--- config.mk ---
export PLATFORM = sky130hd
export DESIGN_NAME = control_unit
export DESIGN_NICKNAME = d
export VERILOG_FILES = /design/src/rtl/control_unit.sv
export SDC_FILE = /design/constraint.sdc
export NUM_CORES = 1
export LEC_CHECK = 0
export ABC_AREA = 1
export CAP_MARGIN = 20
export CORE_MARGIN = 3
export CORE_UTILIZATION = 35
export CTS_BUF_LIST = sky130_fd_sc_hd__clkbuf_2 sky130_fd_sc_hd__clkbuf_4 sky130_fd_sc_hd__clkbuf_8
export DETAILED_ROUTE_END_ITERATION = 8
export HOLD_SLACK_MARGIN = 0.08
export PLACE_DENSITY = 0.62
export SYNTH_ARGS = -nofsm -noshare
export SYNTH_HDL_FRONTEND = slang
export SYNTH_SLANG_ARGS = --single-unit
--- constraint.sdc ---
create_clock -name clock -period 2.15 [get_ports clock]
set_input_delay 0.215 -clock clock [delete_from_list [all_inputs] [get_ports clock]]
set_output_delay 0.215 -clock clock [all_outputs]
set_load 0.1 [all_outputs]
--- src/rtl/control_unit.sv ---
// Multi-cycle sequencer for the 16-bit CPU core: instruction ROM, PC, IR,
// FETCH/DECODE/EXECUTE/WRITEBACK stepping and datapath control decode.
module control_unit (
    input  logic        clock,
    input  logic        reset,
    input  logic        zero_flag,
    input  logic        pos_flag,
    output logic        rf_write,
    output logic [2:0]  rs_addr,
    output logic [2:0]  rt_addr,
    output logic [2:0]  rd_addr,
    output logic [15:0] imm_data,
    output logic [3:0]  alu_sel,
    output logic        imm_sel,
    output logic        mem_write,
    output logic        mem_sel,
    output logic [4:0]  PC
);

    localparam int unsigned DATA_W = 16;
    localparam int unsigned PC_W   = 5;
    localparam int unsigned REG_W  = 3;
    localparam int unsigned OP_W   = 4;

    localparam logic [2:0] S_INIT      = 3'd0;
    localparam logic [2:0] S_FETCH     = 3'd1;
    localparam logic [2:0] S_DECODE    = 3'd2;
    localparam logic [2:0] S_EXECUTE   = 3'd3;
    localparam logic [2:0] S_WRITEBACK = 3'd4;
    localparam logic [2:0] S_HALT      = 3'd5;

    localparam logic [OP_W-1:0] OP_NOP  = 4'h0;
    localparam logic [OP_W-1:0] OP_ADDI = 4'h9;
    localparam logic [OP_W-1:0] OP_MOVI = 4'hB;
    localparam logic [OP_W-1:0] OP_LD   = 4'hC;
    localparam logic [OP_W-1:0] OP_ST   = 4'hD;
    localparam logic [OP_W-1:0] OP_BR   = 4'hE;
    localparam logic [OP_W-1:0] OP_HALT = 4'hF;

    logic [2:0]        state_q, state_d;
    logic [PC_W-1:0]   pc_q, pc_d;
    logic [DATA_W-1:0] ir_q, ir_d;
    logic              rf_write_q, rf_write_d;
    logic              mem_write_q, mem_write_d;

    logic [DATA_W-1:0] rom_word;
    logic [OP_W-1:0]   opcode;
    logic [PC_W-1:0]   pc_inc;
    logic              writes_rf;
    logic              br_taken;

    assign opcode    = ir_q[15:12];
    assign pc_inc    = pc_q + PC_W'(1);
    assign writes_rf = (opcode >= 4'h1) && (opcode <= OP_LD);

    // Program ROM; unlisted words read as NOP.
    always_comb begin
        rom_word = '0;
        case (pc_q)
            5'd2:    rom_word = 16'hB605;
            5'd3:    rom_word = 16'hB201;
            5'd4:    rom_word = 16'h26C8;
            5'd5:    rom_word = 16'hE407;
            5'd6:    rom_word = 16'hE004;
            5'd7:    rom_word = 16'hF000;
            default: rom_word = '0;
        endcase
    end

    assign rd_addr = ir_q[11:9];
    assign rs_addr = ir_q[8:6];
    assign rt_addr = ir_q[5:3];

    // Datapath steering decoded straight from IR, valid in every state.
    always_comb begin
        imm_data = '0;
        alu_sel  = '0;
        imm_sel  = 1'b0;
        mem_sel  = 1'b0;
        case (opcode)
            OP_ADDI: begin
                alu_sel  = opcode;
                imm_sel  = 1'b1;
                imm_data = {{(DATA_W-6){ir_q[5]}}, ir_q[5:0]};
            end
            OP_MOVI: begin
                alu_sel  = opcode;
                imm_sel  = 1'b1;
                imm_data = {{(DATA_W-9){ir_q[8]}}, ir_q[8:0]};
            end
            OP_LD:   mem_sel = 1'b1;
            OP_NOP, OP_ST, OP_BR, OP_HALT: ;
            default: alu_sel = opcode;
        endcase
    end

    always_comb begin
        br_taken = 1'b0;
        case (ir_q[11:10])
            2'b00:   br_taken = 1'b1;
            2'b01:   br_taken = zero_flag;
            2'b10:   br_taken = pos_flag;
            default: br_taken = !zero_flag && !pos_flag;
        endcase
    end

    // Write strobes are registered on entry to WRITEBACK so they cover exactly that cycle.
    always_comb begin
        state_d     = state_q;
        pc_d        = pc_q;
        ir_d        = ir_q;
        rf_write_d  = 1'b0;
        mem_write_d = 1'b0;
        case (state_q)
            S_INIT: state_d = S_FETCH;
            S_FETCH: begin
                ir_d    = rom_word;
                state_d = S_DECODE;
            end
            S_DECODE: begin
                case (opcode)
                    OP_NOP: begin
                        state_d = S_FETCH;
                        pc_d    = pc_inc;
                    end
                    OP_HALT: state_d = S_HALT;
                    default: state_d = S_EXECUTE;
                endcase
            end
            S_EXECUTE: begin
                if (opcode == OP_BR) begin
                    state_d = S_FETCH;
                    pc_d    = br_taken ? ir_q[PC_W-1:0] : pc_inc;
                end else begin
                    state_d     = S_WRITEBACK;
                    rf_write_d  = writes_rf;
                    mem_write_d = (opcode == OP_ST);
                end
            end
            S_WRITEBACK: begin
                state_d = S_FETCH;
                pc_d    = pc_inc;
            end
            S_HALT:  state_d = S_HALT;
            default: state_d = S_INIT;
        endcase
    end

    always_ff @(posedge clock) begin
        if (reset) begin
            state_q     <= S_INIT;
            pc_q        <= '0;
            ir_q        <= '0;
            rf_write_q  <= 1'b0;
            mem_write_q <= 1'b0;
        end else begin
            state_q     <= state_d;
            pc_q        <= pc_d;
            ir_q        <= ir_d;
            rf_write_q  <= rf_write_d;
            mem_write_q <= mem_write_d;
        end
    end

    assign rf_write  = rf_write_q;
    assign mem_write = mem_write_q;
    assign PC        = pc_q;

    // Register-address width is fixed by the instruction format.
    if (REG_W != 3) begin : g_bad_reg_w
        $error("REG_W must be 3");
    end

endmodule

==> results by group <==
Die
  – FP Rows: 21
  – Count of pins on the block boundary: 42
  – Die outline width: roughly 68 um
  – Std-Cell Core Area: ~3500 um2
  – Die Y-Extent: around 68 um
  – Full die area: between 4000 and 5000 um2
  – Effective utilization at floorplan: a little under two fifths

Power
  – Power density relative to cell area: 650 nW/um2
  – Worst ir drop on vdd: roughly 250 uV
  – LEAKAGE: around 0.00075 uW
  – Overall power: about 1100 uW

Logic synthesis
  – Library cells used by synthesis: 31
  – Share of the yosys chip area belonging to registers: about 30%
  – Number of standard cells after synthesis: about 190
  – Area fraction of the dominant cell type after synthesis: 29.8%
  – Cell accounting for the most synthesized area: sky130_fd_sc_hd__dfxtp_1
  – Combined area of all synthesized cells: 1340 um2
  – #FFs+latches synth: 20
  – Syn. warnings: 0
  – Synthesized area per cell: 6.93 um2
  – Top cells by area in the synthesized netlist: sky130_fd_sc_hd__dfxtp_1 30%, sky130_fd_sc_hd__buf_4 11%, sky130_fd_sc_hd__nand2_1 10%

Final layout
  – Post-route design area: between 1500 and 2000 um2
  – Sequential cell area: about 400 um2
  – Layout Utilization: between 40 and 50%
  – Final net count: between 200 and 250
  – Relative area change from synthesis to final layout: 23.2%
  – Number of fill cells: approximately 390
  – Fraction of layout cells with a size suffix above 1: between 30% and 40%
  – Antenna diode instance count: 0
  – Most frequent standard cell in the layout excluding fill and tap cells: sky130_fd_sc_hd__nand2_1
  – Most frequent cells in the layout: 36 x sky130_fd_sc_hd__nand2_1, 20 x sky130_fd_sc_hd__buf_4, 19 x sky130_fd_sc_hd__inv_1
  – Multi-input gate area in the final layout: around 760 um2

Worst setup path
  – Worst setup path class: reg -> out
  – Register-to-register setup slack: 0.56 ns
  – Worst reg2reg path depth: 8
  – Required time at the endpoint of the critical path: 1.93 ns
  – FF-to-FF Start: PC[0]
  – Worst Path Max Fanout: 5
  – Number of buffer and inverter instances along the worst setup path: 3
  – CP Cell Sequence: inv_2 -> nor3_4 -> inv_2 -> nor3_4 -> buf_12
  – WP data arrival: between 1.5 and 2 ns
  – Startpoint type of the worst setup path: register
  – Cell family with the largest share of critical-path delay: simple AND/OR/NAND/NOR gates
  – Slowest cell on crit path: sky130_fd_sc_hd__dfxtp_2
  – Critical path capture point type: output pin
  – Capturing point of the worst reg2reg path: ir_q[13]
  – Maximum cell stage delay along the critical path: 0.38 ns

Routing
  – Total DRC errors in the routed layout: 0
  – Final antenna-violating net count: 0
  – Via count of the routed design: between 1,000 and 1,500
  – First-pass detailed-route iteration total: 4
  – Sum of routed wire length over all layers: about 2.8 mm
  – Number of vias per cell: around 4.5
  – Number of DRC violations after detailed-routing iteration 0: 32
  – Detail-routed net length per standard cell: 10.8 um

GRT
  – Via count of the first global-routing pass: 1,038
  – Antenna violations before repair: 0
  – First-pass GRT wire length: around 4.6 mm
  – Pin count of the biggest net entering global routing: 12
  – Overall global routing resource usage: about an eighth
  – GR Overflow Total: 0

Hold path
  – Worst hold path endpoint: ir_q[2]
  – Instance count along the most critical hold path: 2
  – Hold Startpoint: ir_q[2]
  – Worst min path class: reg -> reg

Timing
  – Slew Viols, Final: 0
  – Setup Viol. Count Final: 0
  – Portion of the clock cycle consumed by the worst path in the final layout: 80.5%
  – Final critical-path setup slack: about 0.42 ns
  – Fmax: about 580 MHz
  – Hold slack final: between 0.4 and 0.5 ns
  – Final number of hold-violating endpoints: 0
  – Unrepaired setup endpoints after global routing: no
  – Final critical-path required period: 1.73 ns
  – Maximum clock skew at final layout: ~0.0027 ns

Clocking
  – Reg clk slew, reported paths: 0.07 ns
  – Number of resized instances in the post-cts repair step: 0
  – Clock sink count: 20
  – Number of buffers inserted to repair setup after CTS: 0
  – Number of H-tree levels: 1
  – Clock tree from TritonCTS: yes
  – Number of buffers inserted by hold repair at cts: 0
  – Clock tree buffer depth: 2
  – Clock Latency Late Sink: approximately 0.25 ns
  – Number of buffers added by the clock tree synthesis step: 3
  – Clk Tree Root Cell: sky130_fd_sc_hd__clkbuf_8

Outcome
  – Result of the run: complete, no violations

Placement
  – Count of buffers inserted at the top-level ports: 26
  – Hpwl dp: ~2.3 mm
  – Worst setup slack before clock tree synthesis: between 0.5 and 0.6 ns
  – Placer's final routability congestion estimate: 0.754
  – Post-place instance area: roughly 1600 um2

Flow run
  – Max Cap Violations: 0
cell families (layout without fill, tap and decap cells):
kind of cell	count (synthesis)	after routing	share of synthesized area (%)
DFF	20	20	29.8
adders and majority gates	4	4	3.72
and+or+nand+nor	92	92	33.8
buffers and inverters	50	59	20.2
AOI/OAI and AO/OA	27	27	12.2
other	1	14	0.279
worst min-delay path: stages, from the launching register on:
cell and delay, ns:
sky130_fd_sc_hd__dfxtp_1 0.31, sky130_fd_sc_hd__nand2_1 0.06, sky130_fd_sc_hd__a21oi_1 0.05
Yosys cell counts:
library cell and number:
sky130_fd_sc_hd__buf_2 1, sky130_fd_sc_hd__o311ai_0 1, sky130_fd_sc_hd__nand3_2 2, sky130_fd_sc_hd__nand3_1 12
sky130_fd_sc_hd__inv_2 5, sky130_fd_sc_hd__o211ai_1 3, sky130_fd_sc_hd__a21oi_2 2, sky130_fd_sc_hd__nand2_2 7
sky130_fd_sc_hd__nand4_2 1, sky130_fd_sc_hd__nor3_4 1, sky130_fd_sc_hd__o21ai_0 8, sky130_fd_sc_hd__nor3_1 4
sky130_fd_sc_hd__nor4_1 1, sky130_fd_sc_hd__nor2_4 2, sky130_fd_sc_hd__conb_1 1, sky130_fd_sc_hd__nor2_2 3
sky130_fd_sc_hd__inv_1 22, sky130_fd_sc_hd__a311oi_1 1, sky130_fd_sc_hd__o21a_1 1, sky130_fd_sc_hd__dfxtp_1 20
sky130_fd_sc_hd__a41oi_1 1, sky130_fd_sc_hd__nor2_1 20, sky130_fd_sc_hd__buf_6 1, sky130_fd_sc_hd__buf_4 20
sky130_fd_sc_hd__o21ai_1 3, sky130_fd_sc_hd__nand2_4 1, sky130_fd_sc_hd__clkinv_1 1, sky130_fd_sc_hd__a21oi_1 7
sky130_fd_sc_hd__nand2_1 36, sky130_fd_sc_hd__nand4_1 2, sky130_fd_sc_hd__ha_1 4
state kept, by name (all words and copies together) (netlist names):
name and count:
PC 5, ir_q 10, mem_write 1, rf_write 1
state_q 3
cell type report:
type | count | share of cell area (%)
Multi-Input combinational cell | 137 | 45.8
Timing Repair Buffer | 28 | 17.5
Inverter | 28 | 6.35
Tap cell | 46 | 3.48
Sequential cell | 20 | 24.3
Clock buffer | 3 | 2.49
worst max path at each step:
stage | cells after the start | endpoint | from | slack (ns)
floorplan | 5 | imm_data[7] | ir_q[15] | -0.67
global placement | 8 | ir_q[13] | PC[0] | 0.59
detailed placement | 8 | ir_q[13] | PC[0] | 0.57
CTS | 5 | imm_data[7] | ir_q[15] | 0.40
global route | 5 | imm_data[7] | ir_q[15] | 0.32
finish | 5 | imm_data[7] | ir_q[15] | 0.42
report_power, final:
group	internal, uW	switching [uW]
Combinational	73.3	340
Clock	125	117
Sequential	390	31.7
metrics by stage:
step | setup TNS [ns] | instances
5_1_grt | 0 | 262
3_3_place_gp | 0 | 259
6_report | 0 | 262
4_1_cts | 0 | 262
3_5_place_dp | 0 | 259
2_1_floorplan | -2.40 | 207
routing by layer:
| metal | GRT usage (%) | wire [um] | vias to the layer above |
|---|---|---|---|
| li1 | - | - | 636 |
| met1 | 18.6 | 1400 | 505 |
| met2 | 20.1 | 1180 | 40 |
| met3 | 1.48 | 208 | 5 |
| met4 | 5.96 | 47 | 0 |
| met5 | 0 | 0 | - |
Note: power is estimated with default switching activity, not from simulation.
